[src/rtl/shifter_seq.sv]
// -----------------------------------------------------------------------------
// shifter_seq
// Multi-cycle shift/rotate unit. It accepts one operand with a valid/ready
// handshake, shifts it by up to STEP positions per clock and presents the
// result with carry/zero/negative flags on a second valid/ready handshake.
// The unit sits between the register-file read path and the ALU B operand.
//
// Ports
//    clk        rising-edge clock
//    reset_n    asynchronous active-low reset
//    in_valid   request valid
//    in_ready   unit idle, can accept a request
//    din        operand
//    mode       000 pass, 001 LSL, 010 LSR, 011 ASR, 100 ROR, 101 ROL,
//               110/111 reserved (behave as pass)
//    amt        shift amount, 0..WIDTH-1
//    out_valid  result valid
//    out_ready  consumer accepts result
//    dout       result
//    c_out      last bit shifted/rotated out
//    z_out      dout == 0
//    n_out      dout[WIDTH-1]
//
// WIDTH must be a power of two and at least 4; STEP is 1..WIDTH-1.
// -----------------------------------------------------------------------------
module shifter_seq #(
   parameter int WIDTH = 16,
   parameter int STEP  = 1,
   parameter int AMT_W = $clog2(WIDTH)
) (
   input  logic             clk,
   input  logic             reset_n,
   input  logic             in_valid,
   output logic             in_ready,
   input  logic [WIDTH-1:0] din,
   input  logic [2:0]       mode,
   input  logic [AMT_W-1:0] amt,
   output logic             out_valid,
   input  logic             out_ready,
   output logic [WIDTH-1:0] dout,
   output logic             c_out,
   output logic             z_out,
   output logic             n_out
);

   localparam logic [2:0] MODE_LSL = 3'b001;
   localparam logic [2:0] MODE_LSR = 3'b010;
   localparam logic [2:0] MODE_ASR = 3'b011;
   localparam logic [2:0] MODE_ROR = 3'b100;
   localparam logic [2:0] MODE_ROL = 3'b101;

   localparam logic [AMT_W-1:0] STEP_A = AMT_W'(STEP);

   typedef enum logic [1:0] {
      IDLE  = 2'd0,
      SHIFT = 2'd1,
      DONE  = 2'd2
   } state_t;

   state_t           state_reg, state_next;
   logic [WIDTH-1:0] work_reg, work_next;
   logic [2:0]       mode_reg, mode_next;
   logic [AMT_W-1:0] rem_reg, rem_next;
   logic             carry_reg, carry_next;
   logic             zero_reg, zero_next;

   // Per-cycle shift amount and the shifted candidates for every mode.
   logic [AMT_W-1:0] k;
   logic [AMT_W-1:0] top_idx;
   logic [WIDTH-1:0] lsl_val, lsr_val, asr_val, ror_val, rol_val;
   logic             shift_mode;

   always_comb begin
      k = (rem_reg < STEP_A) ? rem_reg : STEP_A;
      // WIDTH is a power of two, so WIDTH-k is simply -k modulo 2**AMT_W.
      // k is never 0 while shifting, so top_idx is then in 1..WIDTH-1.
      top_idx = AMT_W'(0) - k;
      lsl_val = work_reg << k;
      lsr_val = work_reg >> k;
      asr_val = $signed(work_reg) >>> k;
      ror_val = (work_reg >> k) | (work_reg << top_idx);
      rol_val = (work_reg << k) | (work_reg >> top_idx);
   end

   // Modes that actually move bits; pass and the reserved codes do not.
   always_comb begin
      shift_mode = (mode == MODE_LSL) || (mode == MODE_LSR) || (mode == MODE_ASR) ||
                   (mode == MODE_ROR) || (mode == MODE_ROL);
   end

   always_comb begin
      state_next = state_reg;
      work_next  = work_reg;
      mode_next  = mode_reg;
      rem_next   = rem_reg;
      carry_next = carry_reg;
      zero_next  = zero_reg;

      case (state_reg)
         IDLE: begin
            if (in_valid) begin
               work_next  = din;
               mode_next  = mode;
               rem_next   = amt;
               carry_next = 1'b0;
               zero_next  = (din == '0);
               state_next = (shift_mode && (amt != '0)) ? SHIFT : DONE;
            end
         end
         SHIFT: begin
            rem_next = rem_reg - k;
            // The carry of the final chunk is the last bit to leave the word,
            // which is the original bit n-1 (right) or WIDTH-n (left).
            case (mode_reg)
               MODE_LSL: begin
                  work_next  = lsl_val;
                  carry_next = work_reg[top_idx];
               end
               MODE_LSR: begin
                  work_next  = lsr_val;
                  carry_next = work_reg[k - 1'b1];
               end
               MODE_ASR: begin
                  work_next  = asr_val;
                  carry_next = work_reg[k - 1'b1];
               end
               MODE_ROR: begin
                  work_next  = ror_val;
                  carry_next = work_reg[k - 1'b1];
               end
               MODE_ROL: begin
                  work_next  = rol_val;
                  carry_next = work_reg[top_idx];
               end
               default: begin
                  rem_next = '0;
               end
            endcase
            zero_next = (work_next == '0);
            if (rem_next == '0) begin
               state_next = DONE;
            end
         end
         DONE: begin
            if (out_ready) begin
               state_next = IDLE;
            end
         end
         default: begin
            state_next = IDLE;
         end
      endcase
   end

   always_ff @(posedge clk or negedge reset_n) begin
      if (!reset_n) begin
         state_reg <= IDLE;
         work_reg  <= '0;
         mode_reg  <= '0;
         rem_reg   <= '0;
         carry_reg <= 1'b0;
         zero_reg  <= 1'b0;
      end else begin
         state_reg <= state_next;
         work_reg  <= work_next;
         mode_reg  <= mode_next;
         rem_reg   <= rem_next;
         carry_reg <= carry_next;
         zero_reg  <= zero_next;
      end
   end

   assign in_ready  = (state_reg == IDLE);
   assign out_valid = (state_reg == DONE);
   assign dout      = work_reg;
   assign c_out     = carry_reg;
   assign z_out     = zero_reg;
   assign n_out     = work_reg[WIDTH-1];

endmodule

[config.mk]
export PLATFORM = sky130hd
export DESIGN_NAME = shifter_seq
export DESIGN_NICKNAME = d
export VERILOG_FILES = /design/src/rtl/shifter_seq.sv
export SDC_FILE = /design/constraint.sdc
export NUM_CORES = 1
export LEC_CHECK = 0
export BUFFER_PORTS_ARGS = -buffer_cell sky130_fd_sc_hd__buf_4
export CAP_MARGIN = 10
export CORE_MARGIN = 4
export CORE_UTILIZATION = 39
export DETAILED_ROUTE_END_ITERATION = 10
export SYNTH_ARGS = -nofsm -noshare
export SYNTH_HDL_FRONTEND = slang
export SYNTH_SLANG_ARGS = --single-unit
[constraint.sdc]
create_clock -name clk -period 3.6 [get_ports clk]
set_input_delay 0.36 -clock clk [delete_from_list [all_inputs] [get_ports clk]]
set_output_delay 0.36 -clock clk [all_outputs]
set_load 0.01 [all_outputs]
==> results of run 1 <==
==> what timing repair did <==
item | in CTS | in global routing
endpoints found under the hold margin | 16 | 0
endpoints found under the setup margin | 0 | 0
buffers inserted | 0 | 0
hold buffers | 1 | 0
==> stage by stage <==
step           total power, mW  hold WS, ns  cells
2_1_floorplan             2.96       0.0644    477
3_3_place_gp              4.15        0.302    603
3_5_place_dp              4.14        0.297    603
4_1_cts                   4.33        0.333    608
5_1_grt                   4.74        0.323    608
6_report                  4.46        0.330    608
==> layer usage <==
| metal | vias up | GRT usage |
|---|---|---|
| met4 | 0 | 0.131 |
| met5 | - | 0 |
| met1 | 2016 | 0.386 |
| li1 | 1887 | - |
| met3 | 88 | 0.0656 |
| met2 | 363 | 0.438 |
==> worst paths after layout <==
| kind | start | to | slack [ns] | cells after the start |
|---|---|---|---|---|
| worst max-delay path | rem_reg[2]$_DFFE_PN0P_ | z_out$_DFFE_PN0P_ | 0.30 | 12 |
| worst min-delay path | mode[0] | mode_reg[0]$_DFFE_PN0P_ | 0.33 | 2 |
| worst max register to register | rem_reg[2]$_DFFE_PN0P_ | z_out$_DFFE_PN0P_ | 0.30 | 12 |
| worst min register to register | c_out$_DFFE_PN0P_ | c_out$_DFFE_PN0P_ | 0.56 | 2 |
| max in group asynchronous | reset_n | rem_reg[1]$_DFFE_PN0P_ | 2.81 | 2 |
| min in group asynchronous | reset_n | dout[14]$_DFFE_PN0P_ | 0.51 | 2 |
==> area by class of cell <==
cell class | instances | area, um2 | area share
Tap cell | 108 | 135 | 0.0333
Clock buffer | 3 | 41.3 | 0.0102
Clock inverter | 1 | 7.51 | 0.00185
Sequential cell | 27 | 676 | 0.167
Multi-Input combinational cell | 375 | 2530 | 0.625
Timing Repair Buffer | 78 | 601 | 0.148
Inverter | 16 | 61.3 | 0.0151
==> where the power goes <==
part           internal, mW  switching, mW
sequential            0.442          0.431
combinational          1.39           2.02
clock                0.0787          0.101
==> placed cells by master (no fill, tap or decap), types with 10 or more instances in the layout <==
cell type	count
nand2_1	33
buf_4	76
a31oi_1	12
nand2b_1	10
mux2i_1	12
nor2_1	49
o22a_1	11
mux4_2	11
nand3_1	12
o22ai_1	20
a211oi_1	10
o21ai_0	29
inv_1	14
a21oi_1	32
dfrtp_1	27
nor3_1	15
==> worst max-delay path, delay by kind of cell (launching register included) <==
kind / cells / cell delay [ns]
buffers and inverters: 3 / 0.49
adder cells (fa/ha/maj): 1 / 0.23
multiplexers: 2 / 0.59
AND/OR/NAND/NOR: 3 / 0.89
AO/OA/AOI/OAI: 3 / 0.57
flip-flops: 1 / 0.43
==> cells by family (layout without fill, tap and decap cells) <==
kind of cell	count (synthesis)	count (layout)	share of synthesized area
buf+inv	75	98	0.0852
fa+ha+maj	3	3	0.0107
flops	27	27	0.193
simple gates	159	159	0.224
compound gates	181	181	0.356
other cells	1	1	0.00107
mux	31	31	0.130
==> key figures, run 1 <==
Yosys
  • Syn avg cell area: 7.36 um2
  • Area share of the largest cell type after synthesis: 0.193
  • Register area share after synthesis: 0.193
  • Syn_nets: 507
  • Cell variety after synth: 65
  • Synth top area cells: dfrtp_1, mux4_2, clkbuf_1, nor2_1, a21oi_1
  • Synth top cells by count: clkbuf_1, nor2_1, nand2_1
  • Mapped Cells: 477
  • Yosys warnings: 0
  • Yosys top cell by area: dfrtp_1
  • Asr flop ratio synth: 1.00
  • Synth Cell Area: 3510 um2
  • EDFF count, synth: 0
  • Top FF cell, synth: dfrtp_1
  • Flops & latches, synth: 27

Placed design
  • Placer congestion estimate: 1.11
  • HPWL after DPL: 10900 um
  • Worst slack at placement: 0.311 ns
  • PortBufs: 47
  • Placed Area: 4000 um2

Global route
  • Initial antenna violation count: 0
  • Gr usage total: 0.287
  • Largest net degree at the start of global routing: 49
  • First-pass GRT wire length: 23400 um
  • Vias in the first global route: 4160
  • Grt total ovfl: 0

Setup path
  • Critical path class: flip-flop to flip-flop
  • Worst EP required: 3.82 ns
  • Slowest stage cell on the critical path: or4_1
  • CP cell instances: or4_1 > clkinv_2 > ha_1 > buf_12 > inv_1 > mux4_2 > mux2i_1 > o2bb2ai_1 > o32a_1 > nor3_2 > nand4_1 > o21ai_1
  • CP max stage delay: 0.57 ns
  • CP endpoint kind: flip-flop
  • WP data arrival: 3.52 ns
  • Crit path max fanout: 36
  • Nature of the critical path startpoint: flip-flop

Route
  • Drt wl/cell: 24.8 um
  • Top Layer Used: met4
  • Via density: 7.16
  • DRC errors left: 0
  • WL final: 15100 um
  • Post-route antenna net violation count: 0
  • Detailed Routing Iterations Pass 1: 6
  • DRT iter0 DRCs: 494
  • DRT met1 WL: 5830 um
  • DR vias: 4354
  • WL met3: 1860 um
  • Routed wl met2: 6530 um

Finish
  • Layout cells sized above 1: 0.216
  • Filler Cell Count: 861
  • Finished Cell Area: 4060 um2
  • Diodes inserted: 0
  • Nets: 531
  • Final core occ: 0.465
  • Area grow syn2layout: 15.6%
  • Largest register FFs: 16

STA
  • Least-Margin Pin Slew: 1.05 ns
  • Final Critical Period: 3.30 ns
  • Setup Skew: 0.0163 ns
  • Max Fclk: 303 MHz
  • Final Hold Viols: 0
  • Worst Slack Setup Final: 0.300 ns
  • Setup TNS: 0 ns
  • Tcrit/Tclk final: 0.917
  • Pins over their slew limit: 0
  • Relative slew slack: 0.296
  • RSZ-0062 raised after global routing: no
  • Final setup viols: 0

Floorplan
  • Die area: 10600 um2
  • Initial Util: 0.402
  • I/O pin total: 48
  • Core area: 8720 um2
  • Rows: 34
  • Vert. Die Dim: 103 um
  • Die width: 103 um

Min path
  • Min-Delay Path Class: input port to flip-flop

Clocking
  • CTS Sinks: 27
  • CTS max path bufs: 2
  • Worst-Skew Late Latency: 0.28 ns
  • Clk root buf: clkbuf_8
  • CTS HTree Levels: 1
  • Post_cts resized: 0
  • CTS buffer count: 3
  • CTS tree: yes
  • Clock-pin slew on the worst setup and hold paths: 0.11 ns

Status
  • Status: complete, no violations

Power and ir drop
  • Power per cell area: 1100 nW/um2
  • Static Leak: 1.59 nW
  • Peak supply drop: 0.000503 V

Flow run
  • Max_cap viols: 0
Note: power is estimated with default switching activity, not from simulation.
==> run 2: changes to the inputs <==
--- a/config.mk
+++ b/config.mk
@@ -5,6 +5,7 @@
 export SDC_FILE = /design/constraint.sdc
 export NUM_CORES = 1
 export LEC_CHECK = 0
+export ABC_AREA = 1
 export BUFFER_PORTS_ARGS = -buffer_cell sky130_fd_sc_hd__buf_4
 export CAP_MARGIN = 10
 export CORE_MARGIN = 4
==> key figures, run 2 <==
Yosys
  • Count leader, synth: nand2_1
  • Synth top cells by count: nand2_1, nand3_1, inv_1 (was clkbuf_1, nor2_1, nand2_1)
  • Asr flop ratio synth: 1.00 (unchanged)
  • Yosys top cell by area: nand3_1 (was dfrtp_1)
  • Synth Cell Area: 3480 um2 (was 3510 um2)
  • Synth top area cells: nand3_1, nand2_1, dfrtp_1, a21oi_1, inv_1 (was dfrtp_1, mux4_2, clkbuf_1, nor2_1, a21oi_1)
  • Area share of the largest cell type after synthesis: 0.227 (was 0.193)
  • Register area share after synthesis: 0.194 (was 0.193)
  • EDFF count, synth: 0 (unchanged)
  • Flops & latches, synth: 27 (unchanged)
  • Yosys warnings: 0 (unchanged)
  • Mapped Cells: 631 (was 477)
  • Syn avg cell area: 5.52 um2 (was 7.36 um2)
  • Cell variety after synth: 32 (was 65)
  • Syn_nets: 661 (was 507)
  • Top FF cell, synth: dfrtp_1 (unchanged)

Clocking
  • Clk root buf: clkbuf_8 (unchanged)
  • Clock-pin slew on the worst setup and hold paths: 0.09 ns (was 0.11 ns)
  • # Post-CTS Setup Buffers: 0 (unchanged)
  • Post_cts resized: 0 (unchanged)
  • CTS max path bufs: 2 (unchanged)
  • CTS HTree Levels: 1 (unchanged)
  • CTS tree: yes (unchanged)
  • CTS Sinks: 27 (unchanged)
  • CTS buffer count: 3 (unchanged)
  • Quantity of hold-fixing buffers added after cts: 0 (was 1)
  • Worst-Skew Late Latency: 0.27 ns (was 0.28 ns)

Route
  • DRC errors left: 0 (unchanged)
  • WL final: 14300 um (was 15100 um)
  • DR vias: 4581 (was 4354)
  • Post-route antenna net violation count: 0 (unchanged)
  • Via density: 5.96 (was 7.16)
  • Detailed Routing Iterations Pass 1: 5 (was 6)
  • DRT iter0 DRCs: 486 (was 494)
  • Drt wl/cell: 18.6 um (was 24.8 um)

STA
  • WHS: -0.0122 ns (was 0.330 ns)
  • Final Critical Period: 3.01 ns (was 3.30 ns)
  • Pins over their slew limit: 0 (unchanged)
  • Relative slew slack: 0.365 (was 0.296)
  • Setup Skew: 0.00146 ns (was 0.0163 ns)
  • Final setup viols: 0 (unchanged)
  • Tcrit/Tclk final: 0.835 (was 0.917)
  • Setup TNS: 0 ns (unchanged)
  • Least-Margin Pin Slew: 0.949 ns (was 1.05 ns)
  • Max Fclk: 333 MHz (was 303 MHz)
  • Final Hold Viols: 26 (was 0)
  • RSZ-0062 raised after global routing: no (unchanged)

Setup path
  • Worst EP required: 3.77 ns (was 3.82 ns)
  • Critical path class: flip-flop to flip-flop (unchanged)
  • CP endpoint kind: flip-flop (unchanged)
  • WP data arrival: 3.17 ns (was 3.52 ns)
  • Nature of the critical path startpoint: flip-flop (unchanged)
  • Crit path max fanout: 12 (was 36)

Finish
  • Layout cells sized above 1: 0.130 (was 0.216)
  • Nets: 691 (was 531)
  • Largest register FFs: 16 (unchanged)
  • Leading cell type in the layout, fill and taps excluded: nand2_1 (was buf_4)
  • Non-Filler Instances: 768 (was 608)
  • Final core occ: 0.450 (was 0.465)
  • Diodes inserted: 0 (unchanged)
  • Filler Cell Count: 959 (was 861)
  • Most frequent cells in the layout: nand2_1, nand3_1, buf_4, inv_1, nor2_1 (was buf_4, nor2_1, nand2_1, a21oi_1, o21ai_0)
  • Area grow syn2layout: 12.5% (was 15.6%)

Power and ir drop
  • Peak supply drop: 0.000487 V (was 0.000503 V)
  • Static Leak: 2.03 nW (was 1.59 nW)
  • Power per cell area: 1240 nW/um2 (was 1100 nW/um2)
  • Pwr Total: 4.86 mW (was 4.46 mW)

Placed design
  • Placed Cells incl. Taps: 764 (was 603)
  • PortBufs: 47 (unchanged)
  • Placer congestion estimate: 0.996 (was 1.11)
  • HPWL after DPL: 10900 um (about the same)

Global route
  • First-pass GRT wire length: 22700 um (was 23400 um)
  • Largest net degree at the start of global routing: 38 (was 49)
  • Gr usage total: 0.277 (was 0.287)
  • Grt total ovfl: 0 (unchanged)
  • Vias in the first global route: 4247 (was 4160)
  • Initial antenna violation count: 0 (unchanged)

Floorplan
  • Die area: 10500 um2 (was 10600 um2)
  • Rows: 34 (unchanged)
  • I/O pin total: 48 (unchanged)
  • Vert. Die Dim: 103 um (about the same)
  • Core area: 8720 um2 (unchanged)
  • Die width: 103 um (about the same)
  • Initial Util: 0.400 (was 0.402)

Status
  • Status: complete, but fails checks (was complete, no violations)
  • Failing checks: negative hold slack

Min path
  • Min-Delay Path Class: input port to asynchronous set/reset pin (was input port to flip-flop)

Flow run
  • Max_cap viols: 0 (unchanged)
-- run 2: changes by cell type after synthesis, sizes merged, moves of 12 or more --
cell,previous run,this run
buf,10,23
a21oi,32,44
o21ai,31,18
mux2i,12,0
clkbuf,49,11
inv,14,56
a31oi,12,0
nand3,12,160
nand2,33,193
-- run 2: layer usage --
layer / GRT usage / up-vias / part of all wire
met1: 0.393 / 2084 / 0.42
li1: - / 2165 / -
met3: 0.0318 / 36 / 0.097
met5: 0 / - / 0
met4: 0.109 / 0 / 0.037
met2: 0.431 / 296 / 0.45
-- run 2: where the power goes --
| group | leakage [nW] | switching, mW | total [mW] | internal [mW] |
|---|---|---|---|---|
| clock network | 0.0228 | 0.0941 | 0.173 | 0.0793 |
| logic | 1.69 | 2.77 | 4.04 | 1.26 |
| registers | 0.324 | 0.182 | 0.646 | 0.464 |
| total | 2.03 | 3.05 | 4.86 | 1.80 |
-- run 2: cell type report --
cell class	count	area, um2	area share
multi-input cells	513	2410	0.614
flip-flops and latches	27	676	0.172
repair buffers	59	443	0.113
inverters	57	214	0.0546
well taps	108	135	0.0345
clock buffers	4	45.0	0.0115
-- run 2: critical path: stages (launching register included) --
cell,delay [ns]
dfrtp_1,0.44
nor2_2,0.57
nand2_1,0.27
nor2_1,0.79
nand3_1,0.17
nand2_1,0.10
inv_1,0.04
nand3_1,0.11
nand2_1,0.08
nand2_1,0.06
inv_1,0.04
nand2_1,0.06
nor2_1,0.05
nand3_1,0.07
a21oi_1,0.06
-- run 2: cell families after synthesis --
group	count (synthesis)	synth area share
fa+ha+maj	3	0.0108
simple gates	424	0.545
flops	27	0.194
other cells	1	0.00108
buf+inv	91	0.115
compound gates	85	0.134
-- run 2: path summary, 6_finish.rpt --
check | from | end | slack [ns] | depth (start not counted)
max in group asynchronous | reset_n | dout[9]$_DFFE_PN0P_ | 3.34 | 1
worst min-delay path | reset_n | rem_reg[1]$_DFFE_PN0P_ | -0.01 | 1
min in group clk | mode[0] | mode_reg[0]$_DFFE_PN0P_ | 0.31 | 3
worst max-delay path | mode_reg[1]$_DFFE_PN0P_ | z_out$_DFFE_PN0P_ | 0.59 | 14
worst max register to register | mode_reg[1]$_DFFE_PN0P_ | z_out$_DFFE_PN0P_ | 0.59 | 14
worst min register to register | c_out$_DFFE_PN0P_ | c_out$_DFFE_PN0P_ | 0.55 | 2
-- run 2: metrics by stage --
stage | hold WS, ns | cell area [um2] | worst slack (ns)
global placement | 0.297 | 3880 | 0.550
detailed placement | 0.298 | 3880 | 0.582
CTS | 0.000790 | 3920 | 0.576
floorplan | 0.0644 | 3480 | 1.07
global route | 0.00806 | 3920 | 0.245
finish | -0.0122 | 3920 | 0.594
==> run 3: changes to the inputs <==
--- a/config.mk
+++ b/config.mk
@@ -5,7 +5,7 @@
 export SDC_FILE = /design/constraint.sdc
 export NUM_CORES = 1
 export LEC_CHECK = 0
-export ABC_AREA = 1
+export ABC_AREA = 0
 export BUFFER_PORTS_ARGS = -buffer_cell sky130_fd_sc_hd__buf_4
 export CAP_MARGIN = 10
 export CORE_MARGIN = 4
==> constraint.sdc (replaced) <==
create_clock -name clk -period 2.9 [get_ports clk]
set_input_delay 0.29 -clock clk [delete_from_list [all_inputs] [get_ports clk]]
set_output_delay 0.29 -clock clk [all_outputs]
set_load 0.01 [all_outputs]
==> key figures, run 3 (synthesized netlist as in run 1, its figures left out) <==
Power and ir drop
  • Static Leak: 1.89 nW (was 2.03 nW)
  • Net Sw Frac: 0.538 (was 0.628)
  • Power per cell area: 1420 nW/um2 (was 1240 nW/um2)
  • Pwr Total: 6.73 mW (was 4.86 mW)
  • Power share of the sequential group: 0.153 (was 0.133)
  • P_sw: 3.62 mW (was 3.05 mW)
  • Combinational Power Share: 0.815 (was 0.831)
  • Clk pwr share: 0.033 (was 0.036)
  • Internal: 3.11 mW (was 1.80 mW)
  • Peak supply drop: 0.000636 V (was 0.000487 V)

Route
  • Post-route antenna net violation count: 0 (unchanged)
  • Drt wl/cell: 24.8 um (was 18.6 um)
  • Via density: 7.10 (was 5.96)
  • WL final: 16300 um (was 14300 um)
  • DRC errors left: 0 (unchanged)
  • Detailed Routing Iterations Pass 1: 5 (unchanged)
  • DR vias: 4686 (was 4581)
  • DRT iter0 DRCs: 623 (was 486)

Placed design
  • Placed Area: 4420 um2 (was 3880 um2)
  • Placer congestion estimate: 1.08 (was 0.996)
  • PortBufs: 47 (unchanged)
  • Worst slack at placement: -0.428 ns (was 0.582 ns)
  • HPWL after DPL: 11600 um (was 10900 um)
  • Placed Cells incl. Taps: 652 (was 764)

Setup path
  • Worst setup endpoint: z_out$_DFFE_PN0P_ (unchanged)
  • CP endpoint kind: flip-flop (unchanged)
  • R2R Setup Slk: -0.13 ns (was 0.59 ns)
  • Crit path max fanout: 3 (was 12)
  • CP cell instances: or4_4 > clkinv_4 > ha_4 > mux4_2 > a31oi_4 > o221ai_2 > or3_1 > a211o_1 > nor3_2 > nand4_1 > o21ai_1 (was nor2_2 > nand2_1 > nor2_1 > nand3_1 > nand2_1 > inv_1 > nand3_1 > nand2_1 > nand2_1 > inv_1 > nand2_1 > nor2_1 > nand3_1 > a21oi_1)
  • Reg-to-reg endpoint: z_out$_DFFE_PN0P_ (unchanged)
  • Critical path class: flip-flop to flip-flop (unchanged)
  • Worst R2R Start: rem_reg[1]$_DFFE_PN0P_ (was mode_reg[1]$_DFFE_PN0P_)
  • Nature of the critical path startpoint: flip-flop (unchanged)
  • R2R cell count: 11 (was 14)
  • Worst EP required: 3.11 ns (was 3.77 ns)
  • Critical Path Source: rem_reg[1]$_DFFE_PN0P_ (was mode_reg[1]$_DFFE_PN0P_)
  • WP data arrival: 3.24 ns (was 3.17 ns)
  • CP max stage delay: 0.56 ns (was 0.79 ns)
  • Slowest stage cell on the critical path: or4_4 (was nor2_1)

Finish
  • Largest register FFs: 16 (unchanged)
  • Leading cell type in the layout, fill and taps excluded: buf_4 (was nand2_1)
  • Nets: 583 (was 691)
  • Most frequent cells in the layout: buf_4, nor2_1, nand2_1, a21oi_1, dfrtp_1 (was nand2_1, nand3_1, buf_4, inv_1, nor2_1)
  • Final core occ: 0.543 (was 0.450)
  • Finished Cell Area: 4730 um2 (was 3920 um2)
  • Area grow syn2layout: 34.9% (was 12.5%)
  • Non-Filler Instances: 660 (was 768)
  • Diodes inserted: 0 (unchanged)
  • Layout cells sized above 1: 0.337 (was 0.130)

Floorplan
  • Rows: 34 (unchanged)
  • Core area: 8720 um2 (unchanged)
  • Die area: 10600 um2 (was 10500 um2)
  • Vert. Die Dim: 103 um (about the same)
  • I/O pin total: 48 (unchanged)
  • Die width: 103 um (about the same)
  • Initial Util: 0.402 (was 0.400)

Clocking
  • Worst-Skew Late Latency: 0.28 ns (was 0.27 ns)
  • CTS HTree Levels: 1 (unchanged)
  • Clk root buf: clkbuf_8 (unchanged)
  • CTS max path bufs: 2 (unchanged)
  • CTS tree: yes (unchanged)
  • CTS buffer count: 3 (unchanged)
  • Clock-pin slew on the worst setup and hold paths: 0.09 ns (about the same)
  • CTS Sinks: 27 (unchanged)

Global route
  • Largest net degree at the start of global routing: 28 (was 38)
  • Gr usage total: 0.304 (was 0.277)
  • Grt total ovfl: 0 (unchanged)
  • Initial antenna violation count: 0 (unchanged)
  • Vias in the first global route: 4508 (was 4247)
  • First-pass GRT wire length: 25000 um (was 22700 um)

STA
  • Tcrit/Tclk final: 1.04 (was 0.835)
  • Final Hold Viols: 0 (was 26)
  • Max Fclk: 330 MHz (was 333 MHz)
  • Relative slew slack: 0.456 (was 0.365)
  • Worst Slack Setup Final: -0.126 ns (was 0.594 ns)
  • Final setup viols: 2 (was 0)
  • WHS: 0.260 ns (was -0.0122 ns)
  • Least-Margin Pin Slew: 0.814 ns (was 0.949 ns)
  • Final Critical Period: 3.03 ns (was 3.01 ns)
  • Setup Skew: 0.00570 ns (was 0.00146 ns)
  • RSZ-0062 raised after global routing: yes (was no)
  • Pins over their slew limit: 0 (unchanged)
  • Setup TNS: -0.142 ns (was 0 ns)

Status
  • Status: complete, but fails checks (unchanged)
  • Failing checks: negative setup slack (was negative hold slack)

Min path
  • Min-Delay Path Class: input port to flip-flop (was input port to asynchronous set/reset pin)

Flow run
  • Max_cap viols: 0 (unchanged)
-- run 3: worst max-delay path: cells and delay by family (launching register included) --
kind	cells	cell delay, ns
DFF	1	0.39
adders and majority gates	1	0.15
buffers and inverters	1	0.07
muxes	1	0.53
and+or+nand+nor	4	1.14
AOI/OAI and AO/OA	4	0.68
-- run 3: layer usage --
layer / vias up / part of all wire / GRT usage
met3: 105 / 0.14 / 0.0501
met4: 0 / 0.057 / 0.137
li1: 1986 / - / -
met1: 2152 / 0.37 / 0.429
met2: 443 / 0.43 / 0.457
met5: - / 0 / 0
-- run 3: what timing repair did --
action	CTS	global route
buffers inserted	0	2
hold buffers	1	0
cloned	0	1
setup endpoints to repair	11	12
pin swaps	5	9
endpoints found under the hold margin	27	0
resized for setup	15	30
-- run 3: layout make-up --
type | instances | area (um2)
clock buffer | 4 | 45.0
fill | 809 | 3990
inverter | 16 | 65.1
multi-input combinational | 375 | 2740
sequential | 27 | 676
tap | 108 | 135
timing repair buffer | 130 | 1070
-- run 3: power by group through the flow --
| stage | logic, mW | clock network (mW) | registers [mW] |
|---|---|---|---|
| final | 5.49 | 0.219 | 1.03 |
| after global placement | 4.85 | 0 | 0.990 |
| after detailed placement | 4.88 | 0 | 0.987 |
| after floorplan | 2.94 | 0 | 0.760 |
| after CTS | 5.02 | 0.222 | 0.978 |
| after global routing | 5.76 | 0.229 | 1.04 |
-- run 3: how the worst min path moves through the flow --
stage                     startpoint                      end  slack (ns)  cells after the start
after global placement       reset_n     dout[14]$_DFFE_PN0P_        0.23                      1
after global routing         mode[0]  mode_reg[0]$_DFFE_PN0P_        0.27                      2
after CTS                    mode[0]  mode_reg[0]$_DFFE_PN0P_        0.26                      2
final                        mode[0]  mode_reg[0]$_DFFE_PN0P_        0.26                      2
after detailed placement     reset_n      dout[5]$_DFFE_PN0P_        0.23                      1
after floorplan              reset_n        c_out$_DFFE_PN0P_      -0.006                      0
